==> config.mk <==
export PLATFORM = sky130hd
export DESIGN_NAME = isa_switch_ctrl
export DESIGN_NICKNAME = d
export VERILOG_FILES = /design/src/rtl/isa_switch_ctrl.sv
export SDC_FILE = /design/constraint.sdc
export NUM_CORES = 1
export LEC_CHECK = 0
export CAP_MARGIN = 20
export CORE_MARGIN = 2
export CORE_UTILIZATION = 47
export DETAILED_ROUTE_END_ITERATION = 6
export PLACE_DENSITY = 0.95
export SLEW_MARGIN = 10
export SYNTH_ARGS = -nofsm -noshare
export SYNTH_HDL_FRONTEND = slang
export SYNTH_SLANG_ARGS = --single-unit
export TNS_END_PERCENT = 1
==> constraint.sdc <==
create_clock -name clk -period 3.4 [get_ports clk]
set_clock_uncertainty 0.2 [all_clocks]
set_input_delay 0.85 -clock clk [delete_from_list [all_inputs] [get_ports clk]]
set_output_delay 0.85 -clock clk [all_outputs]
set_load 0.005 [all_outputs]
==> src/rtl/isa_switch_ctrl.sv <==
// isa_switch_ctrl: sequences an ARM <-> RISC-V mode switch.
// An accepted ISA-switch in Decode drains E/M/W, flushes the front end,
// flips the registered mode bit and redirects fetch to the captured target.
// The pipeline-control outputs are the hazard unit's requests ORed with this
// block's own requests, so both units can sit side by side.
module isa_switch_ctrl #(
  parameter logic RESET_ARM     = 1'b0,
  parameter int   DRAIN_TIMEOUT = 16,
  parameter int   CNT_W         = 16
) (
  input  logic             clk,
  input  logic             rst,
  input  logic             SwitchReqD,
  input  logic             SwitchToArmD,
  input  logic [31:0]      SwitchTargetD,
  input  logic             ValidE,
  input  logic             ValidM,
  input  logic             ValidW,
  input  logic             StallF_hz,
  input  logic             StallD_hz,
  input  logic             FlushD_hz,
  input  logic             FlushE_hz,
  output logic             StallF,
  output logic             StallD,
  output logic             FlushD,
  output logic             FlushE,
  output logic             PCRedirect,
  output logic [31:0]      PCTarget,
  output logic             ModeArm,
  output logic             SwitchBusy,
  output logic             SwitchDone,
  output logic             SwitchAbort,
  output logic             DrainErr,
  output logic [CNT_W-1:0] SwitchCount
);

  // Drain counter only has to reach DRAIN_TIMEOUT-1.
  localparam int DCNT_W = $clog2(DRAIN_TIMEOUT + 1);
  localparam logic [DCNT_W-1:0] DRAIN_LAST = DCNT_W'(DRAIN_TIMEOUT - 1);

  typedef enum logic [1:0] {
    S_IDLE     = 2'd0,
    S_DRAIN    = 2'd1,
    S_FLUSH    = 2'd2,
    S_REDIRECT = 2'd3
  } state_e;

  state_e              state_q, state_d;
  logic                mode_q;
  logic                to_arm_q;
  logic [31:0]         target_q;
  logic [DCNT_W-1:0]   cnt_q;
  logic                drain_err_q;
  logic [CNT_W-1:0]    sw_cnt_q;

  logic own_stall_f, own_stall_d, own_flush_d, own_flush_e;
  logic accept, abort, done, redirect, timeout;
  logic back_empty;

  assign back_empty = ~ValidE & ~ValidM & ~ValidW;

  // Next-state and this block's own pipeline requests, decoded from the state.
  always_comb begin
    state_d     = state_q;
    own_stall_f = 1'b0;
    own_stall_d = 1'b0;
    own_flush_d = 1'b0;
    own_flush_e = 1'b0;
    accept      = 1'b0;
    abort       = 1'b0;
    done        = 1'b0;
    redirect    = 1'b0;
    timeout     = 1'b0;
    case (state_q)
      S_IDLE: begin
        // A stalled or squashed Decode slot is not a real request yet.
        accept = SwitchReqD & ~StallD_hz & ~FlushD_hz;
        if (accept) state_d = S_DRAIN;
      end
      S_DRAIN: begin
        if (FlushD_hz) begin
          // An older branch is squashing the switch: let hazard controls
          // pass through untouched and return without touching the mode.
          abort   = 1'b1;
          state_d = S_IDLE;
        end else begin
          own_stall_f = 1'b1;
          own_stall_d = 1'b1;
          own_flush_e = 1'b1;
          if (back_empty) begin
            state_d = S_FLUSH;
          end else if (cnt_q == DRAIN_LAST) begin
            timeout = 1'b1;
            state_d = S_FLUSH;
          end
        end
      end
      S_FLUSH: begin
        own_stall_f = 1'b1;
        own_flush_d = 1'b1;
        own_flush_e = 1'b1;
        state_d     = S_REDIRECT;
      end
      S_REDIRECT: begin
        // Fetch is released to load the target; whatever it fetched in the
        // old mode is still sitting in D and must be killed.
        own_flush_d = 1'b1;
        redirect    = 1'b1;
        done        = 1'b1;
        state_d     = S_IDLE;
      end
      default: state_d = S_IDLE;
    endcase
  end

  // Sequencer state, captured switch, mode bit and status counters.
  always_ff @(posedge clk or negedge rst) begin
    if (!rst) begin
      state_q     <= S_IDLE;
      mode_q      <= RESET_ARM;
      to_arm_q    <= 1'b0;
      target_q    <= 32'd0;
      cnt_q       <= '0;
      drain_err_q <= 1'b0;
      sw_cnt_q    <= '0;
    end else begin
      state_q <= state_d;
      if (accept) begin
        target_q <= SwitchTargetD;
        to_arm_q <= SwitchToArmD;
        cnt_q    <= '0;
      end else if (state_q == S_DRAIN) begin
        cnt_q <= cnt_q + DCNT_W'(1);
      end
      if (timeout) drain_err_q <= 1'b1;
      if (state_q == S_FLUSH) mode_q <= to_arm_q;
      if (done && (sw_cnt_q != {CNT_W{1'b1}})) sw_cnt_q <= sw_cnt_q + CNT_W'(1);
    end
  end

  // Merged pipeline controls and status outputs.
  always_comb begin
    StallF      = StallF_hz | own_stall_f;
    StallD      = StallD_hz | own_stall_d;
    FlushD      = FlushD_hz | own_flush_d;
    FlushE      = FlushE_hz | own_flush_e;
    PCRedirect  = redirect;
    PCTarget    = target_q & 32'hFFFF_FFFC;
    ModeArm     = mode_q;
    SwitchBusy  = (state_q != S_IDLE);
    SwitchDone  = done;
    SwitchAbort = abort;
    DrainErr    = drain_err_q;
    SwitchCount = sw_cnt_q;
  end

endmodule

==> metrics, run 1 <==
fin crit share 0.9745; worst path bufs/invs 2; post-detail-place hpwl approximately 4200 µm; first-pass GRT wire length ~9300 µm; number of buffers added on ports 96; Netlist cell types 36; DRT Wirelength 5564 µm; arrival time of the worst setup path roughly 2.3 ns; post-layout util 0.7030; Die W ~78 µm; drt drc 0; fin nets between 300 and 400; DIE HEIGHT approximately 78 µm; P_leak roughly 1.6 nW; run status complete, no violations; vias in the first global route 1,990; required time worst endpoint between 2 and 2.5 ns; Clock H-tree levels 2; TritonCTS clock tree built; Site Rows 26; number of warnings issued by yosys 0; Worst Hold Slack around 0.29 ns; register area share after synthesis 0.5512; IO Count roughly 100; Clock transition at path regs 0.09 ns; cell count after synthesis 199; VDD IR max roughly 0.00044 V; Final ANT Viol Nets 0; RSZ-0062 raised after global routing no; total congestion overflow 0; Setup Buffers After CTS 0; Final Hold Viols 0; critical path class in2out; # clock sinks 56; total die area roughly 6000 µm²; largest net degree at the start of global routing 37; Fmax roughly 300 MHz; nature of the critical path startpoint input pin; Max-Cap Viols 0; Hold Crit Class reg2reg; worst-margin pin slew ~0.7 ns; CTS max path bufs 2; CP Max Fanout 4; Max stage delay on crit path roughly 0.53 ns; initial core utilization 0.4915; Clk Latency, worst-skew pair ~0.29 ns; syn avg cell area 12.78 µm²; critical path, cell by cell clkdlybuf4s50_1, and2b_1, o21ai_2, nand2b_1, clkdlybuf4s50_1; total number of vias 1,887; layout cell share with drive strength beyond 1 0.1588; GRT Util Overall 0.1960; clock root buffer clkbuf_8; flops & latches, synth 56; cts bufs inserted 5; First-pass DRT Iterations 4; Slew Limit Headroom 0.5314; post-layout min period ~3.3 ns; mapped cell area ~2500 µm²; initial antenna violation count 0; Critical Path Most Common Cell clkdlybuf4s50_1; 1st-iter DRT viols about 110; endpoints failing setup 0; Antenna Cells 0; drt wl/cell around 15 µm; Layout area overhead 43.01%; fin. max-slew vios 0; # fillers 365; crit-path leading delay family buffers and inverters; Vias/cell 5.156; CP Capture Type output port; core area between 5000 and 6000 µm²; Power Density approximately 690 nW/µm²; Final Wtd Congestion roughly 0.81; crit path max-delay cell type clkdlybuf4s50_1
stage by stage:
stage	power, mW	instance area [µm²]	setup WS, ns	instances	TNS, ns
global route	2.678	3636	0.005416	366	0
global placement	2.144	3563	0.02960	361	0
floorplan	1.536	2546	1.064	200	0
finish	2.511	3636	0.08683	366	0
CTS	2.542	3632	0.03935	366	0
detailed placement	2.208	3563	-0.03029	361	-0.03029
area by class of cell:
type	count	area [µm²]	share of cell area
well taps	70	87.58	0.02409
multi-input cells	129	1057	0.2908
flip-flops and latches	56	1401	0.3854
inverters	6	22.52	0.006194
clock buffers	5	68.82	0.01893
repair buffers	100	998.5	0.2746
kinds of logic after synthesis:
logic type               Yosys count  share of synthesized area
XOR/XNOR                          14                    0.04823
AND/OR/NAND/NOR                   53                     0.1235
multiplexers                      36                     0.1585
AO/OA/AOI/OAI                     16                    0.04183
adder cells (fa/ha/maj)            8                    0.03937
buffers and inverters             15                    0.03592
other                              1                   0.001475
flip-flops                        56                     0.5512
registers in the layout, summed over array words and instances (netlist names), named ones only:
signal	cells
target_q	30
SwitchCount	16
cnt_q	5
DrainErr	1
ModeArm	1
state_q	1
to_arm_q	1
cells in the mapped netlist:
cell type,count,share of area
nor4_4,1,0.0084
and3_1,6,0.015
inv_1,6,0.0089
mux2_1,1,0.0044
dfrtp_1,56,0.55
o31ai_1,3,0.0089
mux2_2,33,0.15
o21bai_1,1,0.0030
a31oi_1,2,0.0049
and4_1,3,0.010
a21oi_1,2,0.0039
buf_6,3,0.013
and2b_1,1,0.0030
nand4_4,1,0.0084
nor2_1,9,0.013
or3_1,1,0.0025
conb_1,1,0.0015
a211oi_1,1,0.0030
o21ai_0,4,0.0079
nor3_1,1,0.0020
nand4_1,6,0.015
clkbuf_2,1,0.0020
ha_1,8,0.039
a311oi_1,2,0.0069
xor2_1,4,0.014
and2_1,1,0.0025
mux2i_1,2,0.0079
clkbuf_1,2,0.0030
nand3_1,6,0.012
o2111ai_1,1,0.0034
nand2_1,11,0.016
buf_4,3,0.0089
xnor2_1,10,0.034
or2_2,1,0.0025
nand2b_1,4,0.0098
nand4b_1,1,0.0034
worst reg2reg max path, cell delays in order (launching register included):
cell and delay [ns]:
dfrtp_1 0.45, ha_1 0.46, nand4_1 0.20, a311oi_1 0.34, nand4_1 0.16, xnor2_1 0.15
final timing paths:
| check | start | end | slack (ns) | cells after the start |
|---|---|---|---|---|
| max | FlushD_hz | FlushE | 0.09 | 5 |
| min in group asynchronous | rst | state_q[0]$_DFFE_PN0P_ | 0.40 | 1 |
| max reg2reg | state_q[0]$_DFFE_PN0P_ | SwitchCount[15]$_DFFE_PN0P_ | 1.34 | 5 |
| min reg2reg | target_q[28]$_DFFE_PN0P_ | target_q[28]$_DFFE_PN0P_ | 0.29 | 1 |
| min | target_q[28]$_DFFE_PN0P_ | target_q[28]$_DFFE_PN0P_ | 0.29 | 1 |
| max in group asynchronous | rst | async pin | 1.81 | 2 |
cell usage in the layout, fill, tap and decap left out, types with 4 or more instances in the layout:
cell             instances
nand2b_1                 4
mux2_2                  33
clkbuf_8                 5
and3_1                   6
xnor2_1                 10
nor2_1                   9
nand2_1                 11
inv_1                    6
ha_1                     8
nand3_1                  6
nand4_1                  6
clkdlybuf4s50_1         95
dfrtp_1                 56
xor2_1                   4
report_power, final:
| group | total, mW | switching (mW) | internal, mW |
|---|---|---|---|
| sequential | 1.10 | 0.172 | 0.926 |
| combinational | 1.09 | 0.372 | 0.722 |
| clock | 0.320 | 0.186 | 0.133 |
per-layer routing:
metal | track usage | wire [µm] | vias to the layer above
li1 | - | - | 887
met1 | 0.2292 | 2238 | 924
met5 | 0 | 0 | -
met3 | 0.05814 | 376 | 6
met4 | 0.05714 | 53 | 0
met2 | 0.3478 | 2895 | 70
what timing repair did:
item                                   CTS  global route
pin swaps                                0             0
gates resized for setup                  1             1
hold buffers                             0             0
endpoints found under the hold margin    0             0
setup endpoints to repair                1             2
No activity file was read; power rests on OpenSTA's default activity.
==> run 2, diff against run 1 <==
- HOLD_SLACK_MARGIN: default -> 0.08
==> results of run 2 <==
The final DEF is identical to that of run 1; final timing and power are the same.
==> run 3, diff against run 2 <==
- CTS_CLUSTER_SIZE: default -> 10
- SETUP_SLACK_MARGIN: default -> 0.15
==> metrics, run 3 (synthesis gave the netlist of run 1 again) <==
RR Endpoint SwitchCount[15]$_DFFE_PN0P_; layout cell share with drive strength beyond 1 0.1554; P_leak 1.551 nW; CP Capture Type output port; Final ANT Viol Nets 0; Max stage delay on crit path approximately 0.46 ns; vias in the first global route 1,985; pre-CTS WS -0.03029 ns; commonest cells after routing, fill and taps aside clkdlybuf4s50_1, dfrtp_1, mux2_2; crit path max-delay cell type clkdlybuf4s50_1; total congestion overflow 0; most common cell after layout, fill and taps aside clkdlybuf4s50_1; VDD IR max 0.0004450 V; DIE HEIGHT ~78 µm; Vias/cell around 5.1; hold buffer count at CTS 0; nature of the critical path startpoint input pin; Final Hold Viols 0; Net Sw Power between 0.7 and 0.8 mW; post-route cell area about 3600 µm²; Hold Crit Class reg2reg; first-pass GRT wire length 9252 µm; Antenna Cells 0; Site Rows 26; Die W 77.55 µm; clock share of power 0.128; Comb pwr share 0.435; Slew Limit Headroom 0.5309; required time worst endpoint 2.35 ns; Reg-to-Reg Start state_q[0]$_DFFE_PN0P_; GRT Util Overall 0.1955; RSZ-0062 raised after global routing no; Area after DPL approximately 3600 µm²; initial antenna violation count 0; max reg flops 30; drt drc 0; crit path from FlushD_hz; post-layout min period ~3 ns; reg-to-reg slack, setup 1.34 ns; drt wl/cell approximately 15 µm; Max-Cap Viols 0; total die area 6014 µm²; First-pass DRT Iterations 4; hold endpoint target_q[28]$_DFFE_PN0P_; sequential share of power 0.438; Sw Ratio 0.2900; # clock sinks 56; 1st-iter DRT viols ~100; fin nets around 350; Setup Buffers After CTS 0; hold path cells 1; critical path class in2out; worst-margin pin slew 0.7036 ns; Final Wtd Congestion ~0.81; post-layout util 0.7020; Clk Latency, worst-skew pair 0.29 ns; CTS max path bufs 2; Clock transition at path regs 0.09 ns; DRT Wirelength ~5500 µm; Fmax between 300 and 400 MHz; arrival time of the worst setup path 2.03 ns; # resized after CTS 2; critical path, cell by cell dlygate4sd2_1, and2b_1, o21ai_1, nand2b_1, clkdlybuf4s50_1; post-detail-place hpwl ~4200 µm; run status complete, no violations; number of buffers added on ports 96; Worst Hold Slack 0.2932 ns; CP Max Fanout 4; Pint 1.778 mW; IO Count 101; cts bufs inserted 5; endpoints failing setup 0; min-delay src target_q[28]$_DFFE_PN0P_; Layout area overhead 42.81%; Tot Pwr 2.504 mW; Largest Register target_q; clock root buffer clkbuf_8; Power Density ~690 nW/µm²; largest net degree at the start of global routing 37; initial core utilization 0.4915; Worst Reg2Reg Path Length in Cells 5; TritonCTS clock tree built; fin crit share 0.9064; total number of vias between 1,500 and 2,000; core area between 5000 and 6000 µm²; fin. max-slew vios 0; PnR worst setup slack about 0.32 ns; Clock H-tree levels 2
[run 3: cell types whose count changed in the layout (fill, tap and decap cells not counted)]
| cell | change |
|---|---|
| clkdlybuf4s50_1 | -1 |
| o21ai_1 | +1 |
| dlygate4sd2_1 | +1 |
| o21ai_2 | -1 |
[run 3: cell type report]
cell class              instances  area (µm²)
inverters                       6       22.52
repair buffers                100       997.2
fillers                       364        1541
clock buffers                   5       68.82
well taps                      70       87.58
flip-flops and latches         56        1401
multi-input cells             129        1054
[run 3: power by group through the flow]
stage / combinational [mW] / clock [mW] / sequential [mW]
2_1_floorplan: 0.438 / 0 / 1.10
3_3_place_gp: 1.06 / 0 / 1.09
3_5_place_dp: 1.10 / 0 / 1.11
4_1_cts: 1.11 / 0.336 / 1.10
5_1_grt: 1.18 / 0.359 / 1.13
6_report: 1.09 / 0.319 / 1.10
[run 3: worst max-delay path by stage]
stage                   to  cells past startpoint
floorplan           FlushE                      3
global placement    FlushE                      5
detailed placement  FlushE                      5
CTS                 FlushE                      5
global route        FlushE                      5
finish              FlushE                      5
[run 3: per-stage QoR]
stage	std cells	setup TNS, ns
finish	366	0
global route	366	0
CTS	366	0
detailed placement	361	-0.03029
global placement	361	0
floorplan	200	0
[run 3: worst max-delay path, delay by kind of cell]
family | cells | cell delay, ns
buf+inv | 2 | 0.72
compound gates | 1 | 0.16
simple gates | 2 | 0.30
[run 3: layer usage]
metal  global-route usage  wire, µm  vias to the layer above
met5                    0         0                        -
met4              0.05714        59                        0
met3              0.05814       376                        8
met2               0.3470      2903                       74
met1               0.2285      2206                      914
li1                     -         -                      885
